### config.mk
export PLATFORM = sky130hd
export DESIGN_NAME = hazard_forward_unit
export DESIGN_NICKNAME = d
export VERILOG_FILES = /design/src/rtl/pipe_pkg.sv /design/src/rtl/md_busy_tracker.sv /design/src/rtl/hazard_forward_unit.sv
export SDC_FILE = /design/constraint.sdc
export NUM_CORES = 1
export LEC_CHECK = 0
export BUFFER_PORTS_ARGS = -buffer_cell sky130_fd_sc_hd__buf_2
export CAP_MARGIN = 20
export CORE_UTILIZATION = 30
export CTS_CLUSTER_SIZE = 25
export DETAILED_ROUTE_END_ITERATION = 8
export MAX_ROUTING_LAYER = met4
export PLACE_DENSITY = 0.65
export REMOVE_ABC_BUFFERS = 1
export SYNTH_ARGS = -nofsm -noshare
export SYNTH_HDL_FRONTEND = slang
export SYNTH_SLANG_ARGS = --single-unit
### constraint.sdc
create_clock -name clk -period 3.7 [get_ports clk]
set_clock_uncertainty 0.15 [all_clocks]
set_input_delay 0.555 -clock clk [delete_from_list [all_inputs] [get_ports clk]]
set_output_delay 0.555 -clock clk [all_outputs]
set_load 0.05 [all_outputs]
### src/rtl/pipe_pkg.sv
// Shared definitions for the pipeline hazard/forwarding logic.
//   FWD_*      : operand-mux select encodings driven on fwd_a / fwd_b
//   hz_state_t : hazard unit state as seen on the state output
//   PIPE_REG_AW: default register-address width
package pipe_pkg;

  localparam int PIPE_REG_AW = 5;

  localparam logic [1:0] FWD_REGFILE = 2'b00;
  localparam logic [1:0] FWD_EXMEM   = 2'b01;
  localparam logic [1:0] FWD_MEMWB   = 2'b10;

  typedef enum logic [1:0] {
    HZ_RUN        = 2'b00,
    HZ_LOAD_STALL = 2'b01,
    HZ_MD_WAIT    = 2'b10
  } hz_state_t;

endpackage

### src/rtl/md_busy_tracker.sv
// Multi-cycle mul/div occupancy tracker.
// A countdown loaded with MD_LAT on issue; the unit is busy while the
// count is nonzero, so an op issued in cycle t reports busy in t+1..t+MD_LAT.
//   clk, rst    : clock, synchronous active-high reset (clears the count)
//   issue_i     : a mult/div leaves ID this cycle
//   md_busy_o   : unit occupied (count nonzero)
module md_busy_tracker #(
  parameter int MD_LAT = 4
) (
  input  logic clk,
  input  logic rst,
  input  logic issue_i,
  output logic md_busy_o
);

  localparam int CW = $clog2(MD_LAT + 1);
  localparam logic [CW-1:0] LOAD_VAL = CW'(MD_LAT);

  logic [CW-1:0] md_cnt_q;
  logic [CW-1:0] md_cnt_d;

  always_comb begin
    md_cnt_d = md_cnt_q;
    if (issue_i) begin
      md_cnt_d = LOAD_VAL;
    end else if (md_cnt_q != '0) begin
      md_cnt_d = md_cnt_q - CW'(1);
    end
  end

  always_ff @(posedge clk) begin
    if (rst) begin
      md_cnt_q <= '0;
    end else begin
      md_cnt_q <= md_cnt_d;
    end
  end

  assign md_busy_o = (md_cnt_q != '0);

endmodule

### src/rtl/hazard_forward_unit.sv
// Pipeline hazard and forwarding controller.
// Drives EX operand-mux selects (fwd_a/fwd_b), the WB->ID register-file
// bypass (fwd_id_a/fwd_id_b), load-use and mul/div stalls (stall/bubble),
// and exposes mul/div occupancy, a registered state and a saturating count
// of stalled cycles.
//   Inputs : ID-stage sources/usage flags, ID_EX/EX_MEM/MEM_WB destinations
//            and write enables, id_flush for a killed ID instruction.
//   Outputs: fwd_a, fwd_b, fwd_id_a, fwd_id_b, stall, bubble, md_busy
//            (combinational, forced low while rst), state and stall_cnt
//            (registered).
// Register 0 is hardwired to zero, so it is never a forwarding source nor a
// hazard: every address match below also requires a nonzero address.
module hazard_forward_unit
  import pipe_pkg::*;
#(
  parameter int REG_AW = PIPE_REG_AW,
  parameter int MD_LAT = 4,
  parameter int CNT_W  = 16
) (
  input  logic              clk,
  input  logic              rst,
  input  logic [REG_AW-1:0] id_rs,
  input  logic [REG_AW-1:0] id_rt,
  input  logic              id_uses_rs,
  input  logic              id_uses_rt,
  input  logic              id_uses_hilo,
  input  logic              id_md_start,
  input  logic              id_flush,
  input  logic [REG_AW-1:0] ex_rs,
  input  logic [REG_AW-1:0] ex_rt,
  input  logic [REG_AW-1:0] ex_rd,
  input  logic              ex_reg_write,
  input  logic              ex_mem_read,
  input  logic [REG_AW-1:0] mem_rd,
  input  logic              mem_reg_write,
  input  logic [REG_AW-1:0] wb_rd,
  input  logic              wb_reg_write,
  output logic [1:0]        fwd_a,
  output logic [1:0]        fwd_b,
  output logic              fwd_id_a,
  output logic              fwd_id_b,
  output logic              stall,
  output logic              bubble,
  output logic              md_busy,
  output logic [1:0]        state,
  output logic [CNT_W-1:0]  stall_cnt
);

  // Writer-valid flags: a stage is a source only if it writes a nonzero reg.
  logic mem_src;
  logic wb_src;
  logic ex_src;
  assign mem_src = mem_reg_write && (mem_rd != '0);
  assign wb_src  = wb_reg_write  && (wb_rd  != '0);
  assign ex_src  = ex_reg_write  && ex_mem_read && (ex_rd != '0);

  logic load_haz;
  logic md_haz;
  logic stall_raw;
  logic md_issue;
  logic md_busy_raw;

  assign load_haz = ex_src &&
                    ((id_uses_rs && (ex_rd == id_rs)) ||
                     (id_uses_rt && (ex_rd == id_rt)));
  assign md_haz    = md_busy_raw && (id_uses_hilo || id_md_start);
  assign stall_raw = !rst && !id_flush && (load_haz || md_haz);
  // A mult/div already blocked by a busy unit (md_haz) cannot issue.
  assign md_issue  = !rst && id_md_start && !stall_raw && !id_flush;

  md_busy_tracker #(
    .MD_LAT (MD_LAT)
  ) u_md_busy_tracker (
    .clk       (clk),
    .rst       (rst),
    .issue_i   (md_issue),
    .md_busy_o (md_busy_raw)
  );

  always_comb begin
    fwd_a    = FWD_REGFILE;
    fwd_b    = FWD_REGFILE;
    fwd_id_a = 1'b0;
    fwd_id_b = 1'b0;
    stall    = 1'b0;
    bubble   = 1'b0;
    md_busy  = 1'b0;
    if (!rst) begin
      // EX_MEM holds the younger result, so it wins over MEM_WB.
      if (mem_src && (mem_rd == ex_rs)) begin
        fwd_a = FWD_EXMEM;
      end else if (wb_src && (wb_rd == ex_rs)) begin
        fwd_a = FWD_MEMWB;
      end
      if (mem_src && (mem_rd == ex_rt)) begin
        fwd_b = FWD_EXMEM;
      end else if (wb_src && (wb_rd == ex_rt)) begin
        fwd_b = FWD_MEMWB;
      end
      fwd_id_a = wb_src && (wb_rd == id_rs);
      fwd_id_b = wb_src && (wb_rd == id_rt);
      stall    = stall_raw;
      bubble   = stall_raw;
      md_busy  = md_busy_raw;
    end
  end

  hz_state_t           state_q;
  logic [CNT_W-1:0]    stall_cnt_q;

  always_ff @(posedge clk) begin
    if (rst) begin
      state_q     <= HZ_RUN;
      stall_cnt_q <= '0;
    end else begin
      // Record why the previous cycle stalled; mul/div takes precedence.
      if (stall_raw && md_haz) begin
        state_q <= HZ_MD_WAIT;
      end else if (stall_raw && load_haz) begin
        state_q <= HZ_LOAD_STALL;
      end else begin
        state_q <= HZ_RUN;
      end
      if (stall_raw && (stall_cnt_q != '1)) begin
        stall_cnt_q <= stall_cnt_q + CNT_W'(1);
      end
    end
  end

  assign state     = state_q;
  assign stall_cnt = stall_cnt_q;

endmodule

==> results of run 1 <==
-- critical path: stages --
cell and delay (ns):
buf_2 0.12, or4_1 0.53, o21ai_0 0.36, nor3_1 0.11, nor4_1 0.27, buf_2 0.31
-- cell type report --
class	instances	share of cell area (%)
Multi-Input combinational cell	168	55.85
Clock inverter	1	0.2315
Clock buffer	3	1.910
Timing Repair Buffer	74	17.36
Sequential cell	21	19.44
Inverter	6	1.042
Tap cell	72	4.167
-- final timing paths --
check	endpoint	slack (ns)	cells after the start
min reg2reg	stall_cnt[15]$_SDFFE_PP0P_	0.35	2
min	stall_cnt[15]$_SDFFE_PP0P_	0.35	2
max reg2reg	stall_cnt[11]$_SDFFE_PP0P_	1.13	6
max	fwd_a[1]	0.74	6
-- flip-flops by register name, indices dropped and copies added (netlist names) --
register	cells
stall_cnt	16
u_md_busy_tracker.md_cnt_q	3
state	2
-- per-stage QoR --
step                setup WS, ns  hold WS [ns]
floorplan                -0.2898        0.3112
global placement          0.7837        0.3296
detailed placement        0.7447        0.3354
CTS                       0.7447        0.3486
global route              0.5853        0.3681
finish                    0.7427        0.3517
-- power by group --
| group | internal, uW | leakage (uW) | switching [uW] |
|---|---|---|---|
| logic | 120 | 0.000680 | 216 |
| registers | 242 | 0.000170 | 9.53 |
| clock network | 75.0 | 0.0000255 | 79.1 |
| total | 436 | 0.000875 | 305 |
-- layer usage --
layer,routed length [um],GRT usage [%]
met5,0,-
met4,23,2.778
met3,225,1.647
met2,2020,25.66
met1,2057,18.21
-- placed cells by master (no fill, tap or decap), types with 4 or more instances in the layout --
| cell | Yosys | final |
|---|---|---|
| xnor2_1 | 28 | 28 |
| nor2_1 | 9 | 9 |
| dfxtp_1 | 21 | 21 |
| nand2_1 | 14 | 14 |
| nor3_1 | 8 | 8 |
| inv_1 | 5 | 5 |
| o31ai_1 | 7 | 7 |
| or4_1 | 9 | 9 |
| nor2b_1 | 4 | 4 |
| buf_2 | 2 | 72 |
| nor4_1 | 6 | 6 |
| nand3_1 | 17 | 17 |
| xor2_1 | 12 | 12 |
| and3_1 | 4 | 4 |
| ha_1 | 4 | 4 |
| a21oi_1 | 10 | 10 |
-- logic make-up (layout without fill, tap and decap cells) --
group                      after synthesis  in the layout
AOI/OAI and AO/OA                       36             36
xor gates and xnor gates                40             40
adders and majority gates                4              4
buffers and inverters                   20             84
DFF                                     21             21
muxes                                    5              5
and+or+nand+nor                         83             83
==> summary.txt, run 1 <==
Routing
  • Vias: 1766
  • Antenna Nets Post-Route: 0
  • WL/cell: 12.54 um
  • Post-Route WL: 4.326 mm
  • DRC: 0
  • Drt first pass iters: 4
  • Starting DRT DRC Count: 95
  • Routed vias/inst: 5.119

STA
  • Rel. slew slack: 47.69%
  • Period minus WS final: 2.957 ns
  • Final period util: 79.93%
  • Fmax: 338.1 MHz
  • Max Slew Vio Count: 0
  • Worst slew pin tran: 0.7847 ns
  • RSZ-0062 raised after global routing: false
  • Setup Viol. Count Final: 0
  • Final number of hold-violating endpoints: 0
  • Post-Route Setup TNS: 0 ns

Finish
  • Final Util: 39.02%
  • Area growth, synth to finish: 25.13%
  • ANT cells: 0
  • Layout net count: 324
  • Filler cells: 605
  • Final Instance Area: 2162 um2
  • Share of cells above drive strength 1: 34.07%
  • Sequential cell area: 420.4 um2
  • Layout Cells excl Fill: 345
  • Multi-input gate area: 1207 um2

Critical path
  • Worst EP arrival: 2.25 ns
  • Worst flop-to-flop path startpoint: stall_cnt[3]$_SDFFE_PP0P_
  • CP Data Required Time: 2.99 ns
  • Crit-path max FO: 4
  • Crit. Startpoint: mem_rd[1]
  • Critical path launch point type: input port
  • CP Capture Type: output port
  • Setup CP Type: input port to output port

Clocking
  • Post-CTS sizing: 0
  • H-Tree Depth: 1
  • Sink Count: 21
  • Clock-pin slew on the worst setup and hold paths: 0.08 ns
  • Clock buffer depth: 2
  • CTS root buffer: clkbuf_8
  • # hold bufs at CTS: 0
  • CTS tree: done
  • Worst skew pair latency: 0.26 ns
  • Num CTS Buffers: 3
  • Post-CTS setup buffers: 0

Power
  • Power, Total: 741.0 uW
  • Leak pwr: 0.0008751 uW
  • Cell Pwr Density: 342.7 nW/um2
  • Worst VDD drop: 146.8 uV

Place
  • GP Congestion: 0.7967
  • # placed instances: 341
  • Post-DP Area: 2116 um2
  • I/O Buffers: 72
  • Detailed Place HPWL: 3.496 mm

Synthesis
  • Mean post-synth cell area: 8.267 um2
  • Most instantiated cells after synthesis: xnor2_1 (28), dfxtp_1 (21), nand3_1 (17), nand2_1 (14), xor2_1 (12)
  • Top-count cell post-synth: xnor2_1
  • EDFF count, synth: 0
  • Cells after synthesis: 209
  • Post-Synth Adder-Cell Area: 2.896%
  • Compound-cell area share of the yosys netlist: 15.79%
  • Flops & latches, synth: 21
  • Yosys top cell by area: dfxtp_1
  • Yosys top cell area share: 24.33%
  • Top cells by area, synth: dfxtp_1 (24%), xnor2_1 (14%), xor2_1 (6.1%), nand3_1 (4.9%), or4_1 (3.9%)
  • Fraction of synthesized area in multiplexers: 3.548%
  • Mapped Area: 1728 um2
  • Simple-gate share of the synthesized area: 27.37%
  • Ys async rst share: 0%
  • Largest family of logic cells by synthesized area: simple AND/OR/NAND/NOR gates
  • Yosys warnings: 0
  • Primary FF master, synth: dfxtp_1
  • Distinct cell type count after synthesis: 44
  • Synth Area in XOR/XNOR: 20.28%
  • Register area share after synthesis: 24.33%

Hold path
  • Min-delay worst type: register to register
  • HP Start: stall_cnt[15]$_SDFFE_PP0P_

Global routing
  • Vias in the first global route: 1571
  • First-pass GRT wire length: 7.141 mm
  • Total GRT Usage: 14.66%
  • Pin count of the biggest net entering global routing: 26
  • Total gr overflow: 0
  • Initial antenna violation count: 0

Floorplan
  • DIE AREA: 6067 um2
  • Die width: 77.89 um
  • Core region area: 5540 um2
  • Rows: 27
  • Starting density of the core: 31.19%
  • IO Count: 73
  • Die Height: 77.89 um

Job
  • Max Cap Viol: 0

Status
  • Status: finished clean
No activity file was read; power rests on OpenSTA's default activity.
==> inputs of run 2 (changes only) <==
--- a/config.mk
+++ b/config.mk
@@ -5,13 +5,14 @@
 export SDC_FILE = /design/constraint.sdc
 export NUM_CORES = 1
 export LEC_CHECK = 0
+export ABC_AREA = 1
 export BUFFER_PORTS_ARGS = -buffer_cell sky130_fd_sc_hd__buf_2
 export CAP_MARGIN = 20
 export CORE_UTILIZATION = 30
 export CTS_CLUSTER_SIZE = 25
 export DETAILED_ROUTE_END_ITERATION = 8
 export MAX_ROUTING_LAYER = met4
-export PLACE_DENSITY = 0.65
+export PLACE_DENSITY = 0.66
 export REMOVE_ABC_BUFFERS = 1
 export SYNTH_ARGS = -nofsm -noshare
 export SYNTH_HDL_FRONTEND = slang
==> constraint.sdc (replaced) <==
create_clock -name clk -period 2.58 [get_ports clk]
set_clock_uncertainty 0.15 [all_clocks]
set_input_delay 0.387 -clock clk [delete_from_list [all_inputs] [get_ports clk]]
set_output_delay 0.387 -clock clk [all_outputs]
set_load 0.05 [all_outputs]
==> summary.txt, run 2 <==
Finish
  • Most common cell after layout, fill and taps aside: nand2_1
  • Area growth, synth to finish: 24.29%
  • Share of cells above drive strength 1: 28.88%
  • Most frequent cells in the layout: nand2_1 (79), buf_2 (72), inv_1 (36), nor2_1 (31), dfxtp_1 (21)
  • Largest register FFs: 16
  • ANT cells: 0
  • Final Instance Area: 2401 um2
  • Layout net count: 425

Job
  • Max Cap Viol: 0

Global routing
  • Total GRT Usage: 15.50%
  • Vias in the first global route: 1893
  • Total gr overflow: 0
  • Pin count of the biggest net entering global routing: 18
  • First-pass GRT wire length: 8.176 mm
  • Initial antenna violation count: 0

Synthesis
  • Top-count cell post-synth: nand2_1
  • Yosys warnings: 0
  • Register area share after synthesis: 21.76%
  • Primary FF master, synth: dfxtp_1
  • Most instantiated cells after synthesis: nand2_1 (79), inv_1 (36), nor2_1 (31), dfxtp_1 (21), xnor2_1 (20)
  • Mapped Area: 1932 um2
  • Mean post-synth cell area: 6.355 um2
  • Yosys top cell by area: dfxtp_1
  • Cells after synthesis: 304
  • Ys async rst share: 0%
  • Yosys top cell area share: 21.76%
  • EDFF count, synth: 0
  • Distinct cell type count after synthesis: 29
  • Flops & latches, synth: 21
  • Top cells by area, synth: dfxtp_1 (22%), nand2_1 (15%), xnor2_1 (9.1%), inv_1 (7.0%), nor2_1 (6.0%)

STA
  • Hold_ws: 0.1691 ns
  • Setup Viol. Count Final: 0
  • RSZ-0062 raised after global routing: true
  • Fmax: 408.3 MHz
  • Period minus WS final: 2.449 ns
  • Post-route setup slack: 0.1306 ns
  • Max Slew Vio Count: 0
  • Final number of hold-violating endpoints: 0
  • Rel. slew slack: 68.92%
  • Final period util: 94.94%
  • Worst slew pin tran: 0.4620 ns

Floorplan
  • Die Height: 82.25 um
  • Core region area: 6061 um2
  • Rows: 28
  • Starting density of the core: 31.87%
  • Die width: 82.25 um
  • IO Count: 73
  • DIE AREA: 6764 um2

Routing
  • WL/cell: 11.03 um
  • DRC: 0
  • Starting DRT DRC Count: 72
  • Vias: 2181
  • Drt first pass iters: 4
  • Routed vias/inst: 4.857
  • Post-Route WL: 4.954 mm
  • Antenna Nets Post-Route: 0

Critical path
  • Worst flop-to-flop path startpoint: u_md_busy_tracker.md_cnt_q[0]$_SDFFE_PP0P_
  • CP Capture Type: output port
  • Crit-path max FO: 5
  • Setup CP Type: register to output port
  • Critical path launch point type: register
  • Worst r2r dst: stall_cnt[0]$_SDFFE_PP0P_
  • Setup crit end: stall
  • FF-to-FF setup slack: 0.35 ns
  • Crit. Startpoint: u_md_busy_tracker.md_cnt_q[0]$_SDFFE_PP0P_
  • CP Data Required Time: 2.04 ns
  • Cells on worst reg2reg path: 11
  • Worst EP arrival: 1.91 ns

Clocking
  • # hold bufs at CTS: 0
  • Num CTS Buffers: 3
  • Clock buffer depth: 2
  • CTS root buffer: clkbuf_8
  • Clock-pin slew on the worst setup and hold paths: 0.08 ns
  • Worst skew pair latency: 0.27 ns
  • Post-CTS setup buffers: 0
  • Sink Count: 21
  • H-Tree Depth: 1
  • CTS tree: done
  • Post-CTS sizing: 0

Power
  • Worst VDD drop: 164.7 uV
  • Leak pwr: 0.001137 uW
  • Cell Pwr Density: 449.9 nW/um2
  • Power, Total: 1080 uW

Status
  • Status: finished clean

Place
  • I/O Buffers: 72
  • Post-DP Area: 2355 um2
  • Detailed Place HPWL: 3.971 mm
  • GP Congestion: 0.8078
  • Placement Setup Slack: 0.3783 ns

Hold path
  • HP Start: id_flush
  • Min-delay worst type: input port to register
  • Cells on Worst Hold Path: 2
run 2: worst max-delay path: stages, from the launching register on:
cell and delay [ns]:
dfxtp_1 0.34, inv_1 0.06, ha_1 0.21, ha_1 0.23, inv_1 0.13, o21ai_0 0.18
nand2_2 0.13, nand2_1 0.07, inv_1 0.06, buf_2 0.25
run 2: worst min-delay path by stage:
| stage | slack [ns] | end |
|---|---|---|
| 2_1_floorplan | 0.29 | u_md_busy_tracker.md_cnt_q[0]$_SDFFE_PP0P_ |
| 3_3_place_gp | 0.30 | u_md_busy_tracker.md_cnt_q[0]$_SDFFE_PP0P_ |
| 3_5_place_dp | 0.31 | u_md_busy_tracker.md_cnt_q[0]$_SDFFE_PP0P_ |
| 4_1_cts | 0.16 | state[1]$_SDFF_PP0_ |
| 5_1_grt | 0.18 | state[1]$_SDFF_PP0_ |
| 6_report | 0.17 | state[1]$_SDFF_PP0_ |
run 2: report_power, final:
group | internal (uW) | total [uW] | switching (uW)
Clock | 108 | 226 | 118
Combinational | 159 | 485 | 326
Sequential | 353 | 369 | 16.1
run 2: per-layer routing:
layer / global-route usage, % / vias up / routed length [um]
met5: - / - / 0
met2: 28.02 / 60 / 2434
met4: 3.860 / 0 / 34
li1: - / 1126 / -
met3: 1.429 / 4 / 241
met1: 18.32 / 991 / 2243
run 2: metrics by stage:
stage / utilization, % / instances / setup TNS [ns]
after floorplan: - / 294 / -0.2852
after global placement: 38.85 / 445 / 0
after detailed placement: 38.85 / 445 / 0
after CTS: 39.62 / 449 / 0
after global routing: 39.62 / 449 / -0.002283
final: 39.62 / 449 / 0
run 2: cell families (layout without fill, tap and decap cells):
| logic type | count (synthesis) | count (layout) | share of synthesized area, % |
|---|---|---|---|
| AO/OA/AOI/OAI | 27 | 27 | 9.586 |
| XOR/XNOR | 32 | 32 | 14.51 |
| adder cells (fa/ha/maj) | 4 | 4 | 2.591 |
| buffers and inverters | 47 | 117 | 10.36 |
| flip-flops | 21 | 21 | 21.76 |
| AND/OR/NAND/NOR | 173 | 173 | 41.19 |
run 2: final cells by class:
| type | count | area, um2 |
|---|---|---|
| fillers | 662 | 3660 |
| multi-input cells | 236 | 1311 |
| flip-flops and latches | 21 | 420.4 |
| repair buffers | 76 | 390.4 |
| inverters | 37 | 138.9 |
| well taps | 75 | 93.84 |
| clock buffers | 3 | 41.29 |
| clock inverters | 1 | 5.005 |
==> inputs of run 3 (changes only) <==
--- a/config.mk
+++ b/config.mk
@@ -16,4 +16,5 @@
 export REMOVE_ABC_BUFFERS = 1
 export SYNTH_ARGS = -nofsm -noshare
 export SYNTH_HDL_FRONTEND = slang
+export SYNTH_HIERARCHICAL = 1
 export SYNTH_SLANG_ARGS = --single-unit
==> summary.txt, run 3 <==
Clocking
  • # hold bufs at CTS: 0
  • CTS root buffer: clkbuf_8
  • Clock buffer depth: 2
  • CTS tree: done
  • H-Tree Depth: 1
  • Clock-pin slew on the worst setup and hold paths: 0.07 ns
  • Sink Count: 21
  • Post-CTS setup buffers: 0
  • Worst skew pair latency: 0.26 ns
  • Post-CTS sizing: 0
  • Num CTS Buffers: 3

Synthesis
  • Simple-gate share of the synthesized area: 44.77%
  • Cells after synthesis: 307
  • Compound-cell area share of the yosys netlist: 7.778%
  • Top-count cell post-synth: nand2_1
  • Yosys warnings: 6
  • Ys async rst share: 0%
  • Flops & latches, synth: 21
  • Fraction of synthesized area in multiplexers: 0%
  • Post-Synth Adder-Cell Area: 2.614%
  • Yosys top cell by area: dfxtp_1
  • Mean post-synth cell area: 6.236 um2
  • Register area share after synthesis: 21.96%
  • Most instantiated cells after synthesis: nand2_1 (74), nor2_1 (49), inv_1 (42), dfxtp_1 (21), nand3_1 (19)
  • EDFF count, synth: 0
  • Mapped Area: 1914 um2
  • Synth Area in XOR/XNOR: 10.07%
  • Top cells by area, synth: dfxtp_1 (22%), nand2_1 (15%), nor2_1 (9.6%), inv_1 (8.2%), xnor2_1 (5.5%)
  • Largest family of logic cells by synthesized area: simple AND/OR/NAND/NOR gates
  • Yosys top cell area share: 21.96%
  • Distinct cell type count after synthesis: 36
  • Primary FF master, synth: dfxtp_1

STA
  • RSZ-0062 raised after global routing: false
  • Setup Viol. Count Final: 0
  • Final period util: 92.56%
  • Final number of hold-violating endpoints: 0
  • Hold_ws: 0.2781 ns
  • Worst slew pin tran: 0.4074 ns
  • Post-route setup slack: 0.1919 ns
  • Fmax: 418.7 MHz
  • Rel. slew slack: 72.59%
  • Period minus WS final: 2.388 ns
  • Max Slew Vio Count: 0

Finish
  • Filler cells: 661
  • Share of cells above drive strength 1: 27.32%
  • Final Util: 39.29%
  • Layout net count: 428
  • Multi-input gate area: 1249 um2
  • ANT cells: 0
  • Area growth, synth to finish: 23.66%
  • Largest register FFs: 16
  • Most common cell after layout, fill and taps aside: nand2_1
  • Sequential cell area: 420.4 um2
  • Layout Cells excl Fill: 452
  • Most frequent cells in the layout: nand2_1 (74), buf_2 (72), nor2_1 (49), inv_1 (42), dfxtp_1 (21)

Routing
  • Drt first pass iters: 4
  • Antenna Nets Post-Route: 0
  • Routed vias/inst: 4.527
  • WL/cell: 10.23 um
  • DRC: 0
  • Vias: 2046
  • Post-Route WL: 4.625 mm
  • Starting DRT DRC Count: 59

Critical path
  • Slowest stage delay, CP: 0.33 ns
  • CP top delay family: buffers and inverters
  • CP Capture Type: output port
  • Critical path launch point type: register
  • Worst EP arrival: 1.85 ns
  • Slowest-stage cell, CP: dfxtp_1
  • Crit-path max FO: 5
  • CP Data Required Time: 2.04 ns
  • Buf+Inv Stages, Crit Path: 4
  • Setup CP Type: register to output port
  • Critical-path cell list: inv_1 > ha_1 > ha_1 > inv_2 > o21ai_0 > nor2_2 > inv_2 > nand2_4 > buf_2

Global routing
  • Total gr overflow: 0
  • Total GRT Usage: 15.25%
  • Vias in the first global route: 1843
  • Initial antenna violation count: 0
  • First-pass GRT wire length: 7.914 mm
  • Pin count of the biggest net entering global routing: 31

Floorplan
  • Core region area: 6026 um2
  • Rows: 28
  • Die Height: 81.88 um
  • DIE AREA: 6704 um2
  • Starting density of the core: 31.77%
  • IO Count: 73
  • Die width: 81.88 um

Place
  • # placed instances: 448
  • Detailed Place HPWL: 3.799 mm
  • Placement Setup Slack: 0.3982 ns
  • I/O Buffers: 72
  • GP Congestion: 0.8235

Power
  • Worst VDD drop: 243.5 uV
  • Switching share of power: 40.25%
  • Psw: 409.9 uW
  • Cell-internal power: 608.3 uW
  • Cell Pwr Density: 430.1 nW/um2
  • Clock power frac: 21.0%
  • Combinational power share: 42.3%
  • Sequential group share of total power: 36.7%
  • Leak pwr: 0.001225 uW

Hold path
  • Min-delay worst type: input port to register

Job
  • Max Cap Viol: 0

Status
  • Status: finished clean
-- run 3: cell count changes after synthesis, sizes merged, moves of 2 or more --
cell,delta
inv,+9
nand2,-12
xor2,-2
nand3b,+2
nor2,+21
xnor2,-8
nand3,+7
nand4,-13
-- run 3: cell families (layout without fill, tap and decap cells) --
| group | after synthesis | count (layout) |
|---|---|---|
| compound gates | 26 | 26 |
| xor+xnor | 22 | 22 |
| simple gates | 178 | 178 |
| fa+ha+maj | 4 | 4 |
| buf+inv | 56 | 126 |
| flops | 21 | 21 |
-- run 3: metrics by stage --
step	area, um2	total power, uW	setup TNS, ns
after detailed placement	2322	814.9	0
after global routing	2367	1101	0
after floorplan	1846	676.9	-0.3463
after CTS	2367	1035	0
after global placement	2322	800.8	0
final	2367	1018	0
-- run 3: per-layer routing --
metal	vias to the layer above	global-route usage, %	part of all wire (%)
met2	51	26.86	47
met4	0	2.105	0.48
li1	1105	-	-
met5	-	-	0
met3	2	2.000	4.0
met1	888	18.77	49
-- run 3: path summary, 6_finish.rpt --
kind	from	to	slack, ns	depth (start not counted)
worst max-delay path	u_md_busy_tracker/md_cnt_q[0]$_SDFFE_PP0P_	stall	0.19	9
worst min-delay path	id_flush	state[1]$_SDFF_PP0_	0.28	4
worst max register to register	u_md_busy_tracker/md_cnt_q[0]$_SDFFE_PP0P_	stall_cnt[6]$_SDFFE_PP0P_	0.43	13
worst min register to register	u_md_busy_tracker/md_cnt_q[1]$_SDFFE_PP0P_	u_md_busy_tracker/md_cnt_q[1]$_SDFFE_PP0P_	0.35	2
-- run 3: worst min-delay path: stages --
cell    delay, ns
buf_2        0.10
nor2_2       0.04
inv_1        0.05
nor2_2       0.05
-- run 3: cell type report --
type	count	area share [%]
flip-flops and latches	21	17.76
repair buffers	75	16.17
clock buffers	4	1.903
multi-input cells	230	52.75
well taps	75	3.964
inverters	47	7.452
-- run 3: power by group through the flow --
stage	clock network (uW)	logic [uW]	registers (uW)
finish	214	431	373
global route	233	489	379
CTS	226	436	373
detailed placement	0	434	381
global placement	0	421	380
floorplan	0	266	411
